### config.mk
export PLATFORM = sky130hd
export DESIGN_NAME = peripheral_control_logic_multi
export DESIGN_NICKNAME = d
export VERILOG_FILES = /design/src/rtl/peripheral_control_logic_multi.sv
export SDC_FILE = /design/constraint.sdc
export NUM_CORES = 1
export LEC_CHECK = 0
export CAP_MARGIN = 5
export CORE_AREA = 2 2 57 59
export DETAILED_ROUTE_END_ITERATION = 10
export DIE_AREA = 0 0 59 61
export GPL_ROUTABILITY_DRIVEN = 0
export PLACE_DENSITY = 0.73
export RECOVER_POWER = 100
export REMOVE_ABC_BUFFERS = 1
export SYNTH_ARGS = -nofsm -noshare
export SYNTH_HDL_FRONTEND = slang
export SYNTH_SLANG_ARGS = --single-unit
### constraint.sdc
create_clock -name clock -period 1.5 [get_ports clock]
set_input_delay 0.225 -clock clock [delete_from_list [all_inputs] [get_ports clock]]
set_output_delay 0.225 -clock clock [all_outputs]
set_load 0.02 [all_outputs]
### src/rtl/peripheral_control_logic_multi.sv
// Power/clock-domain control node: merges NUM_CHILDREN child requests into one parent
// request and runs the enable_req/enable_ack handshake with idle hold-off and ack timeout.
module peripheral_control_logic_multi #(
  parameter int unsigned NUM_CHILDREN = 4,
  parameter int unsigned HOLD_CYCLES  = 2,
  parameter int unsigned ACK_TIMEOUT  = 255
) (
  input  logic                    clock,
  input  logic                    async_resetn,
  output logic                    parent_request,
  input  logic                    parent_ready,
  input  logic                    parent_silent,
  input  logic                    parent_starting,
  input  logic                    parent_stopping,
  input  logic [NUM_CHILDREN-1:0] child_request,
  output logic [NUM_CHILDREN-1:0] child_ready,
  output logic                    child_silent,
  output logic                    child_starting,
  output logic                    child_stopping,
  output logic                    enable_req,
  input  logic                    enable_ack,
  output logic                    fault,
  input  logic                    fault_clear
);

  localparam int unsigned IDLE_W = (HOLD_CYCLES > 0) ? $clog2(HOLD_CYCLES + 1) : 1;
  localparam int unsigned TO_W   = (ACK_TIMEOUT > 0) ? $clog2(ACK_TIMEOUT + 1) : 1;
  localparam logic [IDLE_W-1:0] IDLE_LIMIT = IDLE_W'(HOLD_CYCLES);
  localparam logic [TO_W-1:0]   TO_LIMIT   = TO_W'(ACK_TIMEOUT);
  localparam bit                TO_EN      = (ACK_TIMEOUT != 0);

  typedef enum logic [2:0] {
    ST_STOPPED,
    ST_STARTING,
    ST_STARTED,
    ST_STOPPING,
    ST_FAULT
  } state_e;

  state_e            state_q, state_d;
  logic [IDLE_W-1:0] idle_q, idle_d;
  logic [TO_W-1:0]   to_q, to_d;
  logic              enable_req_q, enable_req_d;
  logic              fault_q, fault_d;
  logic              any_req;
  logic              go;
  logic              timed_out;

  // parent_starting is informational only
  logic unused_parent_starting;
  assign unused_parent_starting = parent_starting;

  // Next-state, counters and registered-output next values
  always_comb begin
    any_req      = |child_request;
    go           = any_req & parent_ready & ~parent_stopping;
    timed_out    = TO_EN && (to_q == TO_LIMIT);
    state_d      = state_q;
    idle_d       = idle_q;
    to_d         = to_q;
    enable_req_d = 1'b0;
    fault_d      = 1'b0;

    case (state_q)
      ST_STOPPED: begin
        if (go) state_d = ST_STARTING;
      end
      ST_STARTING: begin
        if (enable_ack)     state_d = ST_STARTED;
        else if (timed_out) state_d = ST_FAULT;
      end
      ST_STARTED: begin
        // parent_stopping wins over the idle hold-off
        if (parent_stopping)                           state_d = ST_STOPPING;
        else if (!any_req && (idle_q == IDLE_LIMIT))   state_d = ST_STOPPING;
      end
      ST_STOPPING: begin
        if (!enable_ack)    state_d = ST_STOPPED;
        else if (timed_out) state_d = ST_FAULT;
      end
      ST_FAULT: begin
        if (fault_clear && !enable_ack) state_d = ST_STOPPED;
      end
      default: state_d = ST_STOPPED;
    endcase

    if (state_d != state_q) begin
      to_d = '0;
    end else if (((state_q == ST_STARTING) || (state_q == ST_STOPPING)) && (to_q != TO_LIMIT)) begin
      to_d = to_q + TO_W'(1);
    end

    // Idle run only counts while staying in STARTED
    if ((state_q != ST_STARTED) || (state_d != ST_STARTED) || any_req) begin
      idle_d = '0;
    end else if (idle_q != IDLE_LIMIT) begin
      idle_d = idle_q + IDLE_W'(1);
    end

    enable_req_d = (state_d == ST_STARTING) || (state_d == ST_STARTED);
    fault_d      = (state_d == ST_FAULT);
  end

  always_ff @(posedge clock or negedge async_resetn) begin
    if (!async_resetn) begin
      state_q      <= ST_STOPPED;
      idle_q       <= '0;
      to_q         <= '0;
      enable_req_q <= 1'b0;
      fault_q      <= 1'b0;
    end else begin
      state_q      <= state_d;
      idle_q       <= idle_d;
      to_q         <= to_d;
      enable_req_q <= enable_req_d;
      fault_q      <= fault_d;
    end
  end

  assign enable_req     = enable_req_q;
  assign fault          = fault_q;
  assign parent_request = (|child_request) | (state_q == ST_STARTING) | (state_q == ST_STOPPING);
  assign child_ready    = child_request & {NUM_CHILDREN{parent_ready && (state_q == ST_STARTED)}};
  assign child_silent   = parent_silent | (state_q == ST_STOPPED) | (state_q == ST_FAULT);
  assign child_starting = (state_q == ST_STARTING);
  assign child_stopping = (state_q == ST_STOPPING);

endmodule

==> impl_metrics.tcl, run 1 <==
set metrics [dict create \
    die_area_sq_mm 0.00360 \
    routed_via_density 5.50 \
    cts.clk_slew.worst_paths_ns 0.09 \
    ir_drop_mv 0.667 \
    fin_tns_setup_ns -2.13 \
    grt_usage_pct 18.4 \
    nNetsFinal 178 \
    layout-drive-gt1-share_pct 49.1 \
    finalClockSkew_ns 0.00389 \
    hold_path_depth 5 \
    fin_ws_ns -0.214 \
    clock_power_share_pct 10.7 \
    finalSetupViolations 16 \
    cap_violations 0 \
    die_w_microns 59 \
    synth_mux_area_share_pct 0.958 \
    holdCritPathClass "input pin to register" \
    critical_path_class "register to register" \
    hpwl_mm 2.12 \
    synth_flop_cell "dfrtp_1" \
    ys_ff_latch 15 \
    crit-reg2reg-launch "state_q[2]" \
    yosys_warnings 0 \
    place.port_buffers 20 \
    start_util_pct 35.4 \
    synth_edf_count 0 \
    power.leakage_nw 0.735 \
    crit_path_end_kind "register" \
    clk_path_buf_depth 2 \
    grt_setup_unrepaired "yes" \
    critPathRequiredTime_ns 1.71 \
    routed_wl_mm 3.03 \
    areaGrowthSynthToFinish_pct 59.0 \
    min_from "child_request[0]" \
    relSlewSlack_pct 43.3 \
    cts.sinks 15 \
    synth_cells 104 \
    async_flop_share_pct 100 \
    synth.most_common_cell "dfrtp_1" \
    swShare_pct 39.2 \
    p_switching_uw 868 \
    drc_errors 0 \
    grt_overflow 0 \
    finalPower_mw 2.21 \
    clk_latency_ns 0.29 \
    htreeDepth 1 \
    synthAdderAreaFrac_pct 2.40 \
    core_region_area_sq_mm 0.00295 \
    r2r_cells 6 \
    p_comb_share_pct 65.9 \
    internal_power_mw 1.35 \
    synth_top_area_share_pct 35.9 \
    synthTopCellsByCount "dfrtp_1, nor2_1, and2_1, nor3_1, inv_1" \
    fin_area_sq_mm 0.00166 \
    syn_avg_cell_area_sq_um 10.0 \
    timing.fmax_mhz 584 \
    antenna_found_initial 0 \
    outcome "finished with violations" \
    worstMarginPinSlew_ns 0.851 \
    period_needed_ns 1.71 \
    numCtsBuffers 3 \
    first_pass_iters 4 \
    num_antenna_cells 0 \
    maxSlewViolCount 0 \
    grt_pass1_vias 1133 \
    power_frac_seq_pct 23.5 \
    crit_arrival_ns 1.92 \
    drtIter0Drc 11 \
    synth_top_family_by_area "simple AND/OR/NAND/NOR gates" \
    synth_xor_area_share_pct 4.19 \
    critPathMaxFanout 4 \
    failed_checks "negative setup slack" \
    regToRegEndpoint "to_q[5]" \
    hold_viol 0 \
    min_to "idle_q[1]" \
    wl_per_cell_microns 15.4 \
    seq_area_frac_synth_pct 35.9 \
    num_vias 1078 \
    rows 20 \
    rrSetupSlack_ns -0.21 \
    syn_area_sq_mm 0.00104 \
    num_io_pins 22 \
    synth-compound-area-share_pct 19.8 \
    cts_root_buf "clkbuf_4" \
    grt_pass1_wl_mm 4.95 \
    p_per_area_mw_per_mm2 1330 \
    cts_tree "yes" \
    synthSimpleGateAreaFrac_pct 32.5 \
    synthTopCellsByArea "dfrtp_1, and2_1, a311oi_2, a2111oi_4, nor2_1" \
    place_area_sq_mm 0.00149 \
    grt_max_degree 16 \
    synth_cell_types 49 \
    crit_path_start_kind "register" \
    final.period_utilization_pct 114 \
    die_h_microns 61 \
    ant_nets 0 \
    synth_top_area_cell "dfrtp_1" \
]
cell usage in the layout, fill, tap and decap left out, types with 2 or more instances in the layout:
cell and n:
a211oi_2 3, a21oi_1 2, and2_4 5, and3b_2 2, buf_4 36, buf_6 9
clkbuf_1 2, clkbuf_4 3, clkdlybuf4s50_1 8, dfrtp_1 14, dlygate4sd2_1 2, inv_1 4
nand2_1 2, nand2b_1 3, nand4_1 2, nor2_1 6, nor2_2 2, nor3_1 5
nor4_1 2, o211ai_1 2, o21ai_0 2, o22ai_1 3, xnor2_1 2, xor2_1 3
cell families after synthesis:
kind of cell	Yosys count
adder cells (fa/ha/maj)	2
buffers and inverters	7
flip-flops	15
XOR/XNOR	5
multiplexers	1
AO/OA/AOI/OAI	23
AND/OR/NAND/NOR	51
area by class of cell:
class,count,area (sq um)
fill,267,1290
multi-input combinational,82,707
timing repair buffer,58,495
sequential,15,377
tap,33,41.3
clock buffer,4,26.3
inverter,4,15.0
power by group through the flow:
stage	clock network (mW)	logic (mW)	registers (mW)
4_1_cts	0.242	1.32	0.511
5_1_grt	0.267	1.56	0.527
6_report	0.236	1.46	0.520
3_3_place_gp	0	1.14	0.514
3_5_place_dp	0	1.16	0.516
2_1_floorplan	0	0.566	0.566
worst max-delay path, cell delays in order, from the launching register on:
cell and delay, ns:
dfrtp_1 0.41, buf_4 0.14, and2b_2 0.22, buf_6 0.13
nand2_2 0.07, or4_4 0.43, a211oi_2 0.24
layer usage:
layer  global-route usage [%]  wire [microns]  up-vias
li1                         -               -      513
met4                     7.14              87        0
met2                     35.1            1660       30
met3                     5.12             110       12
met1                     19.1            1170      523
met5                        0               0        -
how the worst max path moves through the flow:
stage / startpoint / endpoint / slack (ns)
final: state_q[2] / to_q[5] / -0.21
after global routing: state_q[2] / to_q[5] / -0.23
after CTS: state_q[2] / enable_req / -0.19
after detailed placement: parent_ready / child_ready[0] / -0.40
after global placement: child_request[0] / parent_request / -0.37
after floorplan: to_q[0] / to_q[5] / -0.09
repair_timing:
item,in CTS,in global routing
hold buffers,0,0
pin swaps,5,5
buffers inserted,4,3
gates resized for setup,57,18
endpoints found under the setup margin,20,22
state kept, by name, indices dropped and copies added (netlist names):
| signal | count |
|---|---|
| enable_req | 1 |
| idle_q | 2 |
| state_q | 3 |
| fault | 1 |
| to_q | 8 |
per-stage QoR:
step                setup slack (ns)  util [%]  hold slack, ns  cells
floorplan                    -0.0908         -         -0.0706    101
CTS                           -0.194      53.4           0.247    193
detailed placement            -0.402      50.4           0.534    185
finish                        -0.214      56.3           0.511    196
global placement              -0.373      50.4           0.503    185
global route                  -0.234      56.3           0.551    196
Note: power is estimated with default switching activity, not from simulation.
==> run 2, diff against run 1 <==
- CTS_BUF_LIST: unset -> sky130_fd_sc_hd__clkbuf_4
==> run 2 against run 1 <==
Compared with the run above:
- highest routed layer unchanged
- sequential cell count is the same
- the flow still finishes with violations (negative setup slack)
- critical endpoint is now enable_req
- critical path type unchanged
- register-to-register slack improved by 0.02 ns
- global-route usage down 0.13 points
==> impl_metrics.tcl, run 2 (synthesis results as in run 1) <==
set metrics [dict create \
    regMostFlops "to_q" \
    num_io_pins 22 \
    layout-drive-gt1-share_pct 49.4 \
    wl_met3_microns 126 \
    num_vias 1058 \
    failed_checks "negative setup slack" \
    cts.clk_slew.worst_paths_ns 0.09 \
    rows 20 \
    dp_slack_ns -0.402 \
    crit_path_end_kind "register" \
    worstMarginPinSlew_ns 0.863 \
    place.port_buffers 20 \
    cts.sinks 15 \
    layout_commonest_cell "buf_4" \
    die_h_microns 61 \
    die_area_sq_mm 0.00360 \
    final.period_utilization_pct 113 \
    crit_arrival_ns 1.87 \
    routed.top_layer "met4" \
    hpwl_mm 2.12 \
    fill_cells 263 \
    grt_max_degree 16 \
    critPathMaxFanout 4 \
    clk_path_buf_depth 2 \
    nNetsFinal 177 \
    ff_latch_area_sq_um 377 \
    ant_nets 0 \
    timing.fmax_mhz 590 \
    htreeDepth 1 \
    drtIter0Drc 16 \
    top_regs "to_q: 8 flops, state_q: 3 flops, idle_q: 2 flops" \
    critPathRequiredTime_ns 1.68 \
    hold_buffers 0 \
    fin_ws_ns -0.195 \
    grt_pass1_vias 1141 \
    antenna_found_initial 0 \
    slowest_delay_ns 0.39 \
    cap_violations 0 \
    clk_latency_ns 0.29 \
    grt_setup_unrepaired "yes" \
    routedLengthMet1_mm 1.18 \
    crit_path_start_kind "register" \
    ir_drop_mv 0.656 \
    largest_register_ffs 8 \
    power.leakage_nw 0.741 \
    num_antenna_cells 0 \
    finalClockSkew_ns 0.000954 \
    grt_pass1_wl_mm 4.91 \
    p_per_area_mw_per_mm2 1330 \
    maxSlewViolCount 0 \
    routed_via_density 5.43 \
    worstPathCellList "buf_4 -> and2b_2 -> buf_6 -> a311oi_4 -> a21oi_2 -> o32a_1" \
    place_area_sq_mm 0.00149 \
    multiInputGateArea_sq_um 707 \
    die_w_microns 59 \
    wl_met2_mm 1.65 \
    areaGrowthSynthToFinish_pct 58.7 \
    wl_per_cell_microns 15.5 \
    numCtsBuffers 3 \
    final_cell_mix "buf_4, dfrtp_1, buf_6" \
    first_pass_iters 4 \
    relSlewSlack_pct 42.5 \
    fin_area_sq_mm 0.00166 \
    start_util_pct 35.4 \
    finalSetupViolations 16 \
    outcome "finished with violations" \
    period_needed_ns 1.70 \
    holdCritPathClass "input pin to register" \
    drc_errors 0 \
    cts_root_buf "clkbuf_4" \
    routed_wl_mm 3.03 \
    core_region_area_sq_mm 0.00295 \
    fin_hold_ws_ns 0.525 \
    grt_overflow 0 \
    grt_usage_pct 18.3 \
    hold_viol 0 \
    cts_tree "yes" \
    critical_path_class "register to register" \
    cp_slowest_cell "dfrtp_1" \
]
==> run 2: metrics by stage <==
step / cells / total power [mW] / util, % / TNS [ns]
final: 195 / 2.21 / 56.1 / -2.23
after floorplan: 101 / 1.13 / - / -0.443
after global placement: 185 / 1.65 / 50.4 / -6.14
after CTS: 193 / 2.09 / 53.8 / -2.09
after global routing: 195 / 2.35 / 56.1 / -3.15
after detailed placement: 185 / 1.68 / 50.4 / -7.05
==> run 2: critical path, delay by kind of cell, from the launching register on <==
kind                   cells  cell delay (ns)
buffers and inverters      2             0.27
AOI/OAI and AO/OA          3             0.71
and+or+nand+nor            1             0.22
DFF                        1             0.39
==> run 2: final timing paths <==
check                           slack [ns]             start  depth (start not counted)    endpoint
worst min register to register        0.54         idle_q[1]                          2   idle_q[1]
worst min-delay path                  0.52  child_request[0]                          5   idle_q[0]
worst max-delay path                 -0.20        state_q[2]                          6  enable_req
max in group asynchronous             0.37      async_resetn                          2  state_q[0]
min in group asynchronous             0.55      async_resetn                          2   idle_q[0]
worst max register to register       -0.20        state_q[2]                          6  enable_req
==> run 2: what timing repair did <==
action                                  in CTS  in global routing
pin swaps                                    4                  7
setup buffers                                4                  2
endpoints found under the setup margin      20                 22
gates resized for setup                     58                 17
==> run 2: layout make-up <==
cell class,count,share of cell area (%)
timing repair buffer,57,29.4
clock buffer,4,1.81
sequential,15,22.7
multi-input combinational,82,42.6
inverter,4,0.906
tap,33,2.49
==> run 2: report_power, final <==
part | leakage [nW] | switching (mW) | total [mW] | internal, mW
Sequential | 0.200 | 0.0539 | 0.520 | 0.466
Combinational | 0.523 | 0.675 | 1.43 | 0.757
Clock | 0.0184 | 0.137 | 0.258 | 0.122
Total | 0.741 | 0.866 | 2.21 | 1.34
==> run 2: per-layer routing <==
| layer | GRT usage, % | up-vias |
|---|---|---|
| met5 | 0 | - |
| met4 | 6.82 | 0 |
| met3 | 4.69 | 8 |
| met2 | 34.8 | 34 |
| met1 | 19.4 | 507 |
| li1 | - | 509 |
